[config.mk]
export PLATFORM = sky130hd
export DESIGN_NAME = sr_cmd_gen
export DESIGN_NICKNAME = d
export VERILOG_FILES = /design/src/rtl/sr_cmd_gen.sv
export SDC_FILE = /design/constraint.sdc
export NUM_CORES = 1
export LEC_CHECK = 0
export ABC_AREA = 1
export CAP_MARGIN = 30
export CELL_PAD_IN_SITES_DETAIL_PLACEMENT = 1
export CELL_PAD_IN_SITES_GLOBAL_PLACEMENT = 2
export CORE_MARGIN = 4
export CORE_UTILIZATION = 33
export DETAILED_ROUTE_END_ITERATION = 8
export PLACE_DENSITY_LB_ADDON = 0.1
export SYNTH_ARGS = -nofsm -noshare
export SYNTH_HDL_FRONTEND = slang
export SYNTH_SLANG_ARGS = --single-unit
[constraint.sdc]
create_clock -name clk -period 1.6 [get_ports clk]
set_input_delay 0.32 -clock clk [delete_from_list [all_inputs] [get_ports clk]]
set_output_delay 0.32 -clock clk [all_outputs]
set_load 0.01 [all_outputs]
[src/rtl/sr_cmd_gen.sv]
// sr_cmd_gen: turns two noisy asynchronous request lines (set, clear) into
// clean, single-cycle, mutually exclusive s/r pulses for an SR storage cell.
// Each channel: 2-flop synchronizer -> debouncer -> rising-edge detector,
// followed by a pulse/hold-off FSM that arbitrates coincident requests.
module sr_cmd_gen #(
   parameter int DEB_CYCLES    = 4,
   parameter int HOLDOFF       = 2,
   parameter int CONFLICT_MODE = 0
) (
   input  logic clk,
   input  logic rst,
   input  logic set_in,
   input  logic clr_in,
   output logic s,
   output logic r,
   output logic busy,
   output logic conflict,
   output logic overrun
);

   typedef enum logic [1:0] {
      IDLE  = 2'd0,
      PULSE = 2'd1,
      HOLD  = 2'd2
   } state_t;

   localparam logic [7:0] DEB_LAST  = 8'(DEB_CYCLES - 1);
   localparam logic [7:0] HOLD_LOAD = 8'(HOLDOFF);

   // Channel index 0 carries the set request, index 1 the clear request.
   logic [1:0] raw;
   logic [1:0] sync1;
   logic [1:0] sync2;
   logic [1:0] db;
   logic [1:0] db_d;
   logic [1:0] ev;
   logic [1:0] pend;
   logic [1:0] cand;
   logic [7:0] cnt [2];
   logic [7:0] hold_cnt;
   state_t     state;

   assign raw  = {clr_in, set_in};
   assign ev   = db & ~db_d;
   assign cand = ev | pend;
   assign busy = (state != IDLE);

   // Synchronize, debounce and delay both request channels.
   always_ff @(posedge clk or posedge rst) begin
      if (rst) begin
         sync1  <= '0;
         sync2  <= '0;
         db     <= '0;
         db_d   <= '0;
         cnt[0] <= '0;
         cnt[1] <= '0;
      end else begin
         sync1 <= raw;
         sync2 <= sync1;
         db_d  <= db;
         for (int i = 0; i < 2; i++) begin
            if (sync2[i] == db[i]) begin
               cnt[i] <= '0;
            end else if (cnt[i] == DEB_LAST) begin
               db[i]  <= sync2[i];
               cnt[i] <= '0;
            end else begin
               cnt[i] <= cnt[i] + 8'd1;
            end
         end
      end
   end

   // Pulse/hold-off FSM with pending latches and conflict/overrun flags.
   always_ff @(posedge clk or posedge rst) begin
      if (rst) begin
         state    <= IDLE;
         s        <= 1'b0;
         r        <= 1'b0;
         conflict <= 1'b0;
         overrun  <= 1'b0;
         pend     <= '0;
         hold_cnt <= '0;
      end else begin
         conflict <= 1'b0;
         overrun  <= overrun | (|(ev & pend));
         case (state)
            IDLE: begin
               pend <= '0;
               if (cand == 2'b01) begin
                  s     <= 1'b1;
                  state <= PULSE;
               end else if (cand == 2'b10) begin
                  r     <= 1'b1;
                  state <= PULSE;
               end else if (cand == 2'b11) begin
                  conflict <= 1'b1;
                  if (CONFLICT_MODE == 1) begin
                     s     <= 1'b1;
                     state <= PULSE;
                  end else if (CONFLICT_MODE == 2) begin
                     r     <= 1'b1;
                     state <= PULSE;
                  end
               end
            end
            PULSE: begin
               s        <= 1'b0;
               r        <= 1'b0;
               hold_cnt <= HOLD_LOAD;
               pend     <= pend | ev;
               state    <= HOLD;
            end
            HOLD: begin
               pend <= pend | ev;
               if (hold_cnt <= 8'd1) begin
                  state <= IDLE;
               end else begin
                  hold_cnt <= hold_cnt - 8'd1;
               end
            end
            default: begin
               s     <= 1'b0;
               r     <= 1'b0;
               state <= IDLE;
            end
         endcase
      end
   end

endmodule

==> key figures, run 1 <==
Floorplan
  – Die X: around 86 um
  – Initial Util: 0.340
  – Num ports: 9
  – Core ar.: a little under 6000 um2
  – Die area: around 7500 um2
  – Die H: 86.4 um
  – Cell Rows: 28

Synth
  – Yosys top cell area share: 0.494
  – Post-synth top area cell: dfrtp_1
  – Post-synthesis sequential element count: 40
  – Synth warn: 0
  – Synth top area cells: dfrtp_1 49%, nand2_1 8.7%, inv_1 7.8%
  – Cells after synthesis: ~250
  – Netlist cell types: 23
  – Sequential element share of the synthesized area: 0.494
  – Syn avg cell area: 8.21 um2
  – Net count of the mapped netlist: 262
  – Post-Syn Area: 2030 um2

Clock network
  – Post CTS Setup Buffer Count: 0
  – CTS tree: done
  – Clock slew seen by the registers of the worst setup and hold paths: 0.08 ns
  – H-tree depth: 2
  – Clk buf depth: 2
  – Hold-fix buffers, CTS: 0
  – Clk_lat worst skew: about 0.29 ns
  – Clock root buffer: clkbuf_8
  – # clock sinks: 40
  – Total CTS buffers: 5

STA
  – RSZ-0062 raised after global routing: yes
  – Fmax: about 660 MHz
  – Final period utilization: 0.943
  – Setup_tns: 0 ns
  – Fin. max-slew vios: 0
  – Tightest Pin Transition: roughly 0.39 ns
  – Setup-failing EPs final: 0
  – Slew margin rel.: 0.738
  – Clock Skews: 0.00655 ns
  – Final Hold Fails: 0
  – Final min period: between 1.5 and 2 ns
  – Final WS setup: around 0.092 ns

Worst hold path
  – Hold path startpoint: sync1[1]
  – HP Class: flip-flop to flip-flop
  – WHS Path Cells: 0

Setup path
  – Origin of the critical flop-to-flop path: pend[0]
  – CP Data Required Time: approximately 1.3 ns
  – Reg2Reg Depth: 6
  – Critical path's slowest cell: dfrtp_1
  – Critical path data arrival time: ~1.2 ns
  – Setup crit start kind: flip-flop
  – Top delay family on crit path: flip-flops
  – Crit-path cells: inv_2 > ha_2 > inv_1 > clkdlybuf4s15_1
  – CP endpoint kind: output pin
  – Critical path peak fanout: 2
  – Critical Path Stages: 4
  – Worst setup path class: flip-flop to output pin
  – Crit. Startpoint: state[0]
  – Buf+Inv Stages, Crit Path: 3
  – Worst path max stage delay: ~0.4 ns

Job
  – Max-cap violation count: 0

Layout
  – Area delta synth->final: 21.4%
  – Fin area: 2460 um2
  – Ant diodes: 0
  – Seq. cell area: ~1000 um2
  – Layout fillers: approximately 740
  – Share of layout cells above drive strength 1: 0.155
  – Fin nets: 291
  – Multi-input logic area: approximately 900 um2

Placement
  – Final HPWL DP: approximately 3300 um
  – DP Area: 2310 um2
  – Global placement routability congestion: 0.689
  – Pre-CTS setup slack: 0.0289 ns
  – Port bufs: 8

Route
  – DRT Pass-1 Iters: 4
  – Via density: around 4.6
  – Final wirelength: 4480 um
  – Wire per inst: between 10 and 15 um
  – DRT antenna net count: 0
  – DR DRC count: 0
  – Initial drt markers: 39
  – Vias: 1616

Global route
  – First-pass GRT wire length: ~8300 um
  – Vias in the first global route: roughly 1800
  – Overall Global Routing Usage: 0.138
  – Largest net degree at the start of global routing: between 40 and 50
  – Initial antenna violation count: 0
  – Overflow left after global routing: 0

Power and ir drop
  – Pleak: about 1.3 nW
  – Peak supply drop: between 0.0008 and 0.0009 V
  – PwrDens: around 1700 nW/um2
  – Final Power: about 4.2 mW

Outcome
  – Status: completed
## registers in the layout, summed over array words and instances, names as in the netlist
name and cells:
cnt 16, conflict 1, db 2, db_d 2
hold_cnt 8, overrun 1, pend 2, r 1
s 1, state 2, sync1 2, sync2 2
## per-stage QoR
| stage | hold WS [ns] | utilization | cells |
|---|---|---|---|
| finish | 0.360 | 0.413 | 352 |
| global route | 0.390 | 0.413 | 352 |
| CTS | 0.368 | 0.408 | 352 |
| detailed placement | 0.337 | 0.389 | 344 |
| global placement | 0.343 | 0.389 | 344 |
| floorplan | 0.331 | - | 247 |
## cell type report
class,count,share of cell area
clock buffer,5,0.0280
clock inverter,3,0.0173
inverter,45,0.0696
multi-input combinational,161,0.356
sequential,40,0.407
tap,75,0.0381
timing repair buffer,23,0.0844
## worst paths after layout
path                       slack, ns  endpoint
min in group asynchronous       0.38         s
min                             0.36  sync2[1]
max in group asynchronous       1.03   cnt[14]
max reg2reg                     0.13  state[1]
min reg2reg                     0.36  sync2[1]
max                             0.09      busy
## cell families (layout without fill, tap and decap cells)
family	after synthesis	after routing	synth area share
DFF	40	40	0.494
and+or+nand+nor	125	125	0.273
adders and majority gates	11	11	0.0679
buffers and inverters	46	76	0.0901
AOI/OAI and AO/OA	19	19	0.0494
xor gates and xnor gates	6	6	0.0259
## what timing repair did
action	4_1_cts	5_1_grt
pin swaps	0	1
cloned	0	0
resized for setup	2	11
setup endpoints to repair	3	8
## layout by cell type, fill, tap and decap left out
cell             instances
dlymetal6s2s_1           1
inv_1                   38
buf_4                   14
nand3_2                  1
o21ai_0                  6
ha_1                     8
clkinv_2                 1
o21ai_2                  1
nor2_2                   1
nand3b_1                 1
clkinvlp_4               1
or2_2                    1
nor3b_1                  1
ha_4                     1
a21oi_1                  9
nand4_1                  6
nor3_1                  11
clkdlybuf4s50_1          6
xor2_1                   4
clkdlybuf4s15_1          1
ha_2                     2
a31oi_1                  1
xnor2_1                  2
nand2_2                  4
nor2_1                  31
inv_2                    6
buf_12                   1
nand2_1                 47
dfrtp_1                 40
clkbuf_8                 5
a21oi_4                  1
bufinv_16                1
a21oi_2                  1
nand3_1                 21
inv_4                    1
## synth_stat cells
cell	number
or2_2	1
ha_1	11
nor2_2	1
nand2_2	4
a21oi_1	11
nand3_1	21
o21ai_0	6
nand4_1	6
a31oi_1	1
nor3b_1	1
nor3_1	11
buf_6	1
inv_2	2
nand3b_1	1
nor2_1	31
xnor2_1	2
xor2_1	4
inv_1	42
nand3_2	1
dfrtp_1	40
nand2_1	47
o21ai_2	1
inv_4	1
## per-layer routing
metal / wire length [um] / global-route usage
met5: 0 / 0
met2: 2110 / 0.223
met3: 93 / 0.0247
met4: 59 / 0.0567
met1: 2210 / 0.183
## where the power goes
group          internal [mW]  total, mW  leakage [nW]  switching, mW
registers               1.27       1.49         0.525          0.220
clock network          0.462      0.835        0.0541          0.373
logic                  0.835       1.93         0.687           1.09
(Power assumes the default switching activity.)
==> run 2, diff against run 1 <==
--- a/config.mk
+++ b/config.mk
@@ -12,6 +12,7 @@
 export CORE_MARGIN = 4
 export CORE_UTILIZATION = 33
 export DETAILED_ROUTE_END_ITERATION = 8
+export GPL_TIMING_DRIVEN = 0
 export PLACE_DENSITY_LB_ADDON = 0.1
 export SYNTH_ARGS = -nofsm -noshare
 export SYNTH_HDL_FRONTEND = slang
==> key figures, run 2 (synthesized netlist as in run 1, its figures left out) <==
Setup path
  – Critical path's slowest cell: clkdlybuf4s50_1 (was dfrtp_1)
  – Critical Path Stages: 1 (was 4)
  – Worst setup path class: flip-flop to output pin (unchanged)
  – Crit-path cells: clkdlybuf4s50_1 (was inv_2 > ha_2 > inv_1 > clkdlybuf4s15_1)
  – Critical path peak fanout: 2 (unchanged)
  – CP endpoint kind: output pin (unchanged)
  – Top delay family on crit path: buffers and inverters (was flip-flops)
  – CP Data Required Time: 1.28 ns (about the same)
  – Critical path data arrival time: 1.20 ns (was 1.19 ns)
  – Worst path max stage delay: 0.55 ns (was 0.40 ns)
  – Setup crit start kind: flip-flop (unchanged)
  – Buf+Inv Stages, Crit Path: 1 (was 3)
  – Worst flop-to-flop path endpoint: state[1] (unchanged)
  – Origin of the critical flop-to-flop path: db[0] (was pend[0])
  – Reg2Reg Depth: 6 (unchanged)
  – R2R setup slack: 0.12 ns (was 0.13 ns)

STA
  – Fmax: 659 MHz (was 663 MHz)
  – Final period utilization: 0.949 (was 0.943)
  – Fin. max-slew vios: 0 (unchanged)
  – Final Hold Fails: 0 (unchanged)
  – Slew margin rel.: 0.734 (was 0.738)
  – Clock Skews: 0.00824 ns (was 0.00655 ns)
  – Tightest Pin Transition: 0.395 ns (was 0.388 ns)
  – Final min period: 1.52 ns (was 1.51 ns)
  – Setup-failing EPs final: 0 (unchanged)
  – Worst hold slack: 0.281 ns (was 0.360 ns)

Floorplan
  – Initial Util: 0.340 (unchanged)
  – Die X: 86.4 um (unchanged)
  – Die area: 7460 um2 (unchanged)
  – Cell Rows: 28 (unchanged)
  – Die H: 86.4 um (unchanged)
  – Core ar.: 5960 um2 (unchanged)
  – Num ports: 9 (unchanged)

Route
  – DRT Pass-1 Iters: 4 (unchanged)
  – Final wirelength: 4510 um (was 4480 um)
  – Initial drt markers: 46 (was 39)
  – Vias: 1629 (was 1616)
  – Via density: 4.63 (was 4.59)
  – DRT antenna net count: 0 (unchanged)
  – Wire per inst: 12.8 um (was 12.7 um)
  – DR DRC count: 0 (unchanged)

Placement
  – Port bufs: 8 (unchanged)
  – Global placement routability congestion: 0.693 (was 0.689)
  – Placed insts: 331 (was 344)
  – Final HPWL DP: 3200 um (was 3320 um)

Power and ir drop
  – Peak supply drop: 0.000765 V (was 0.000810 V)
  – PwrDens: 1770 nW/um2 (was 1730 nW/um2)
  – Pleak: 1.26 nW (was 1.27 nW)
  – Sw Share: 0.389 (was 0.396)
  – Reg power frac: 0.340 (was 0.350)
  – Net Sw Power: 1.71 mW (was 1.68 mW)
  – Pint: 2.68 mW (was 2.56 mW)
  – Clock power share: 0.207 (was 0.196)
  – Logic pwr share: 0.453 (was 0.454)

Worst hold path
  – HP Class: primary input to asynchronous set/reset pin (was flip-flop to flip-flop)

Layout
  – Most frequent cells in the layout: 46 x nand2_1, 38 x dfrtp_1, 36 x inv_1 (was 47 x nand2_1, 40 x dfrtp_1, 38 x inv_1)
  – Finished Layout Cells: 352 (unchanged)
  – Biggest register: cnt (unchanged)
  – Layout fillers: 728 (was 736)
  – Largest registers: cnt (16), hold_cnt (8) (unchanged)
  – Most common cell after layout, fill and taps aside: nand2_1 (unchanged)
  – Ant diodes: 0 (unchanged)
  – Max reg flops: 16 (unchanged)
  – Area delta synth->final: 22.4% (was 21.4%)
  – Fin nets: 291 (unchanged)
  – Share of layout cells above drive strength 1: 0.177 (was 0.155)

Clock network
  – Clock slew seen by the registers of the worst setup and hold paths: 0.08 ns (about the same)
  – Clk_lat worst skew: 0.30 ns (was 0.29 ns)
  – H-tree depth: 2 (unchanged)
  – Clk buf depth: 2 (unchanged)
  – # clock sinks: 40 (unchanged)
  – Total CTS buffers: 5 (unchanged)
  – CTS tree: done (unchanged)
  – Clock root buffer: clkbuf_8 (unchanged)

Global route
  – Initial antenna violation count: 0 (unchanged)
  – Overflow left after global routing: 0 (unchanged)
  – Vias in the first global route: 1787 (was 1779)
  – Largest net degree at the start of global routing: 30 (was 41)
  – Overall Global Routing Usage: 0.141 (was 0.138)
  – First-pass GRT wire length: 8270 um (was 8260 um)

Outcome
  – Status: completed (unchanged)

Job
  – Max-cap violation count: 0 (unchanged)
==> run 2: changes by cell type in the layout (fill, tap and decap cells not counted), moves of 2 or more <==
cell / before / now
dfrtp_1: 40 / 38
dfrtp_2: 0 / 2
inv_1: 38 / 36
inv_2: 6 / 8
==> run 2: per-stage QoR <==
stage,util,worst slack [ns],cell area (um2),power [mW],setup TNS (ns)
finish,0.417,0.0824,2480,4.38,0
global route,0.417,-0.000431,2480,4.85,-0.000431
CTS,0.404,0.00266,2410,4.24,0
detailed placement,0.373,-0.122,2220,3.16,-0.930
global placement,0.370,-0.644,2200,3.13,-26.44
floorplan,-,0.0490,2030,2.67,0
==> run 2: routing by layer <==
| layer | track usage | routed length [um] | vias to the layer above |
|---|---|---|---|
| li1 | - | - | 835 |
| met1 | 0.195 | 2240 | 774 |
| met2 | 0.212 | 2070 | 16 |
| met3 | 0.0380 | 152 | 4 |
| met4 | 0.0467 | 41 | 0 |
| met5 | 0 | 0 | - |
==> run 2: power by group through the flow <==
stage | Clock [mW] | Sequential (mW) | Combinational [mW]
3_5_place_dp | 0 | 1.52 | 1.64
6_report | 0.906 | 1.49 | 1.99
2_1_floorplan | 0 | 1.48 | 1.19
5_1_grt | 0.990 | 1.53 | 2.33
3_3_place_gp | 0 | 1.52 | 1.61
4_1_cts | 0.934 | 1.50 | 1.81
==> run 2: repair_timing <==
| item | in CTS | in global routing |
|---|---|---|
| pin swaps | 2 | 4 |
| endpoints found under the setup margin | 10 | 10 |
| buffers inserted | 4 | 9 |
| hold buffers | 0 | 0 |
| gates resized for setup | 11 | 9 |
==> run 2: cell type report <==
type,instances,area (um2),share of cell area
tap,75,93.8,0.0378
inverter,45,171,0.0691
timing repair buffer,22,193,0.0777
sequential,40,1000,0.404
buffer,1,15.0,0.00605
clock inverter,2,38.8,0.0156
multi-input combinational,161,883,0.356
clock buffer,6,82.6,0.0333
==> run 2: worst max path at each step <==
stage / to / startpoint / slack [ns]
2_1_floorplan: state[1] / db[0] / 0.05
3_3_place_gp: cnt[12] / rst / -0.64
3_5_place_dp: state[1] / db[0] / -0.12
4_1_cts: busy / state[0] / 0.003
5_1_grt: hold_cnt[1] / hold_cnt[0] / -0.0004
6_report: s / s / 0.08
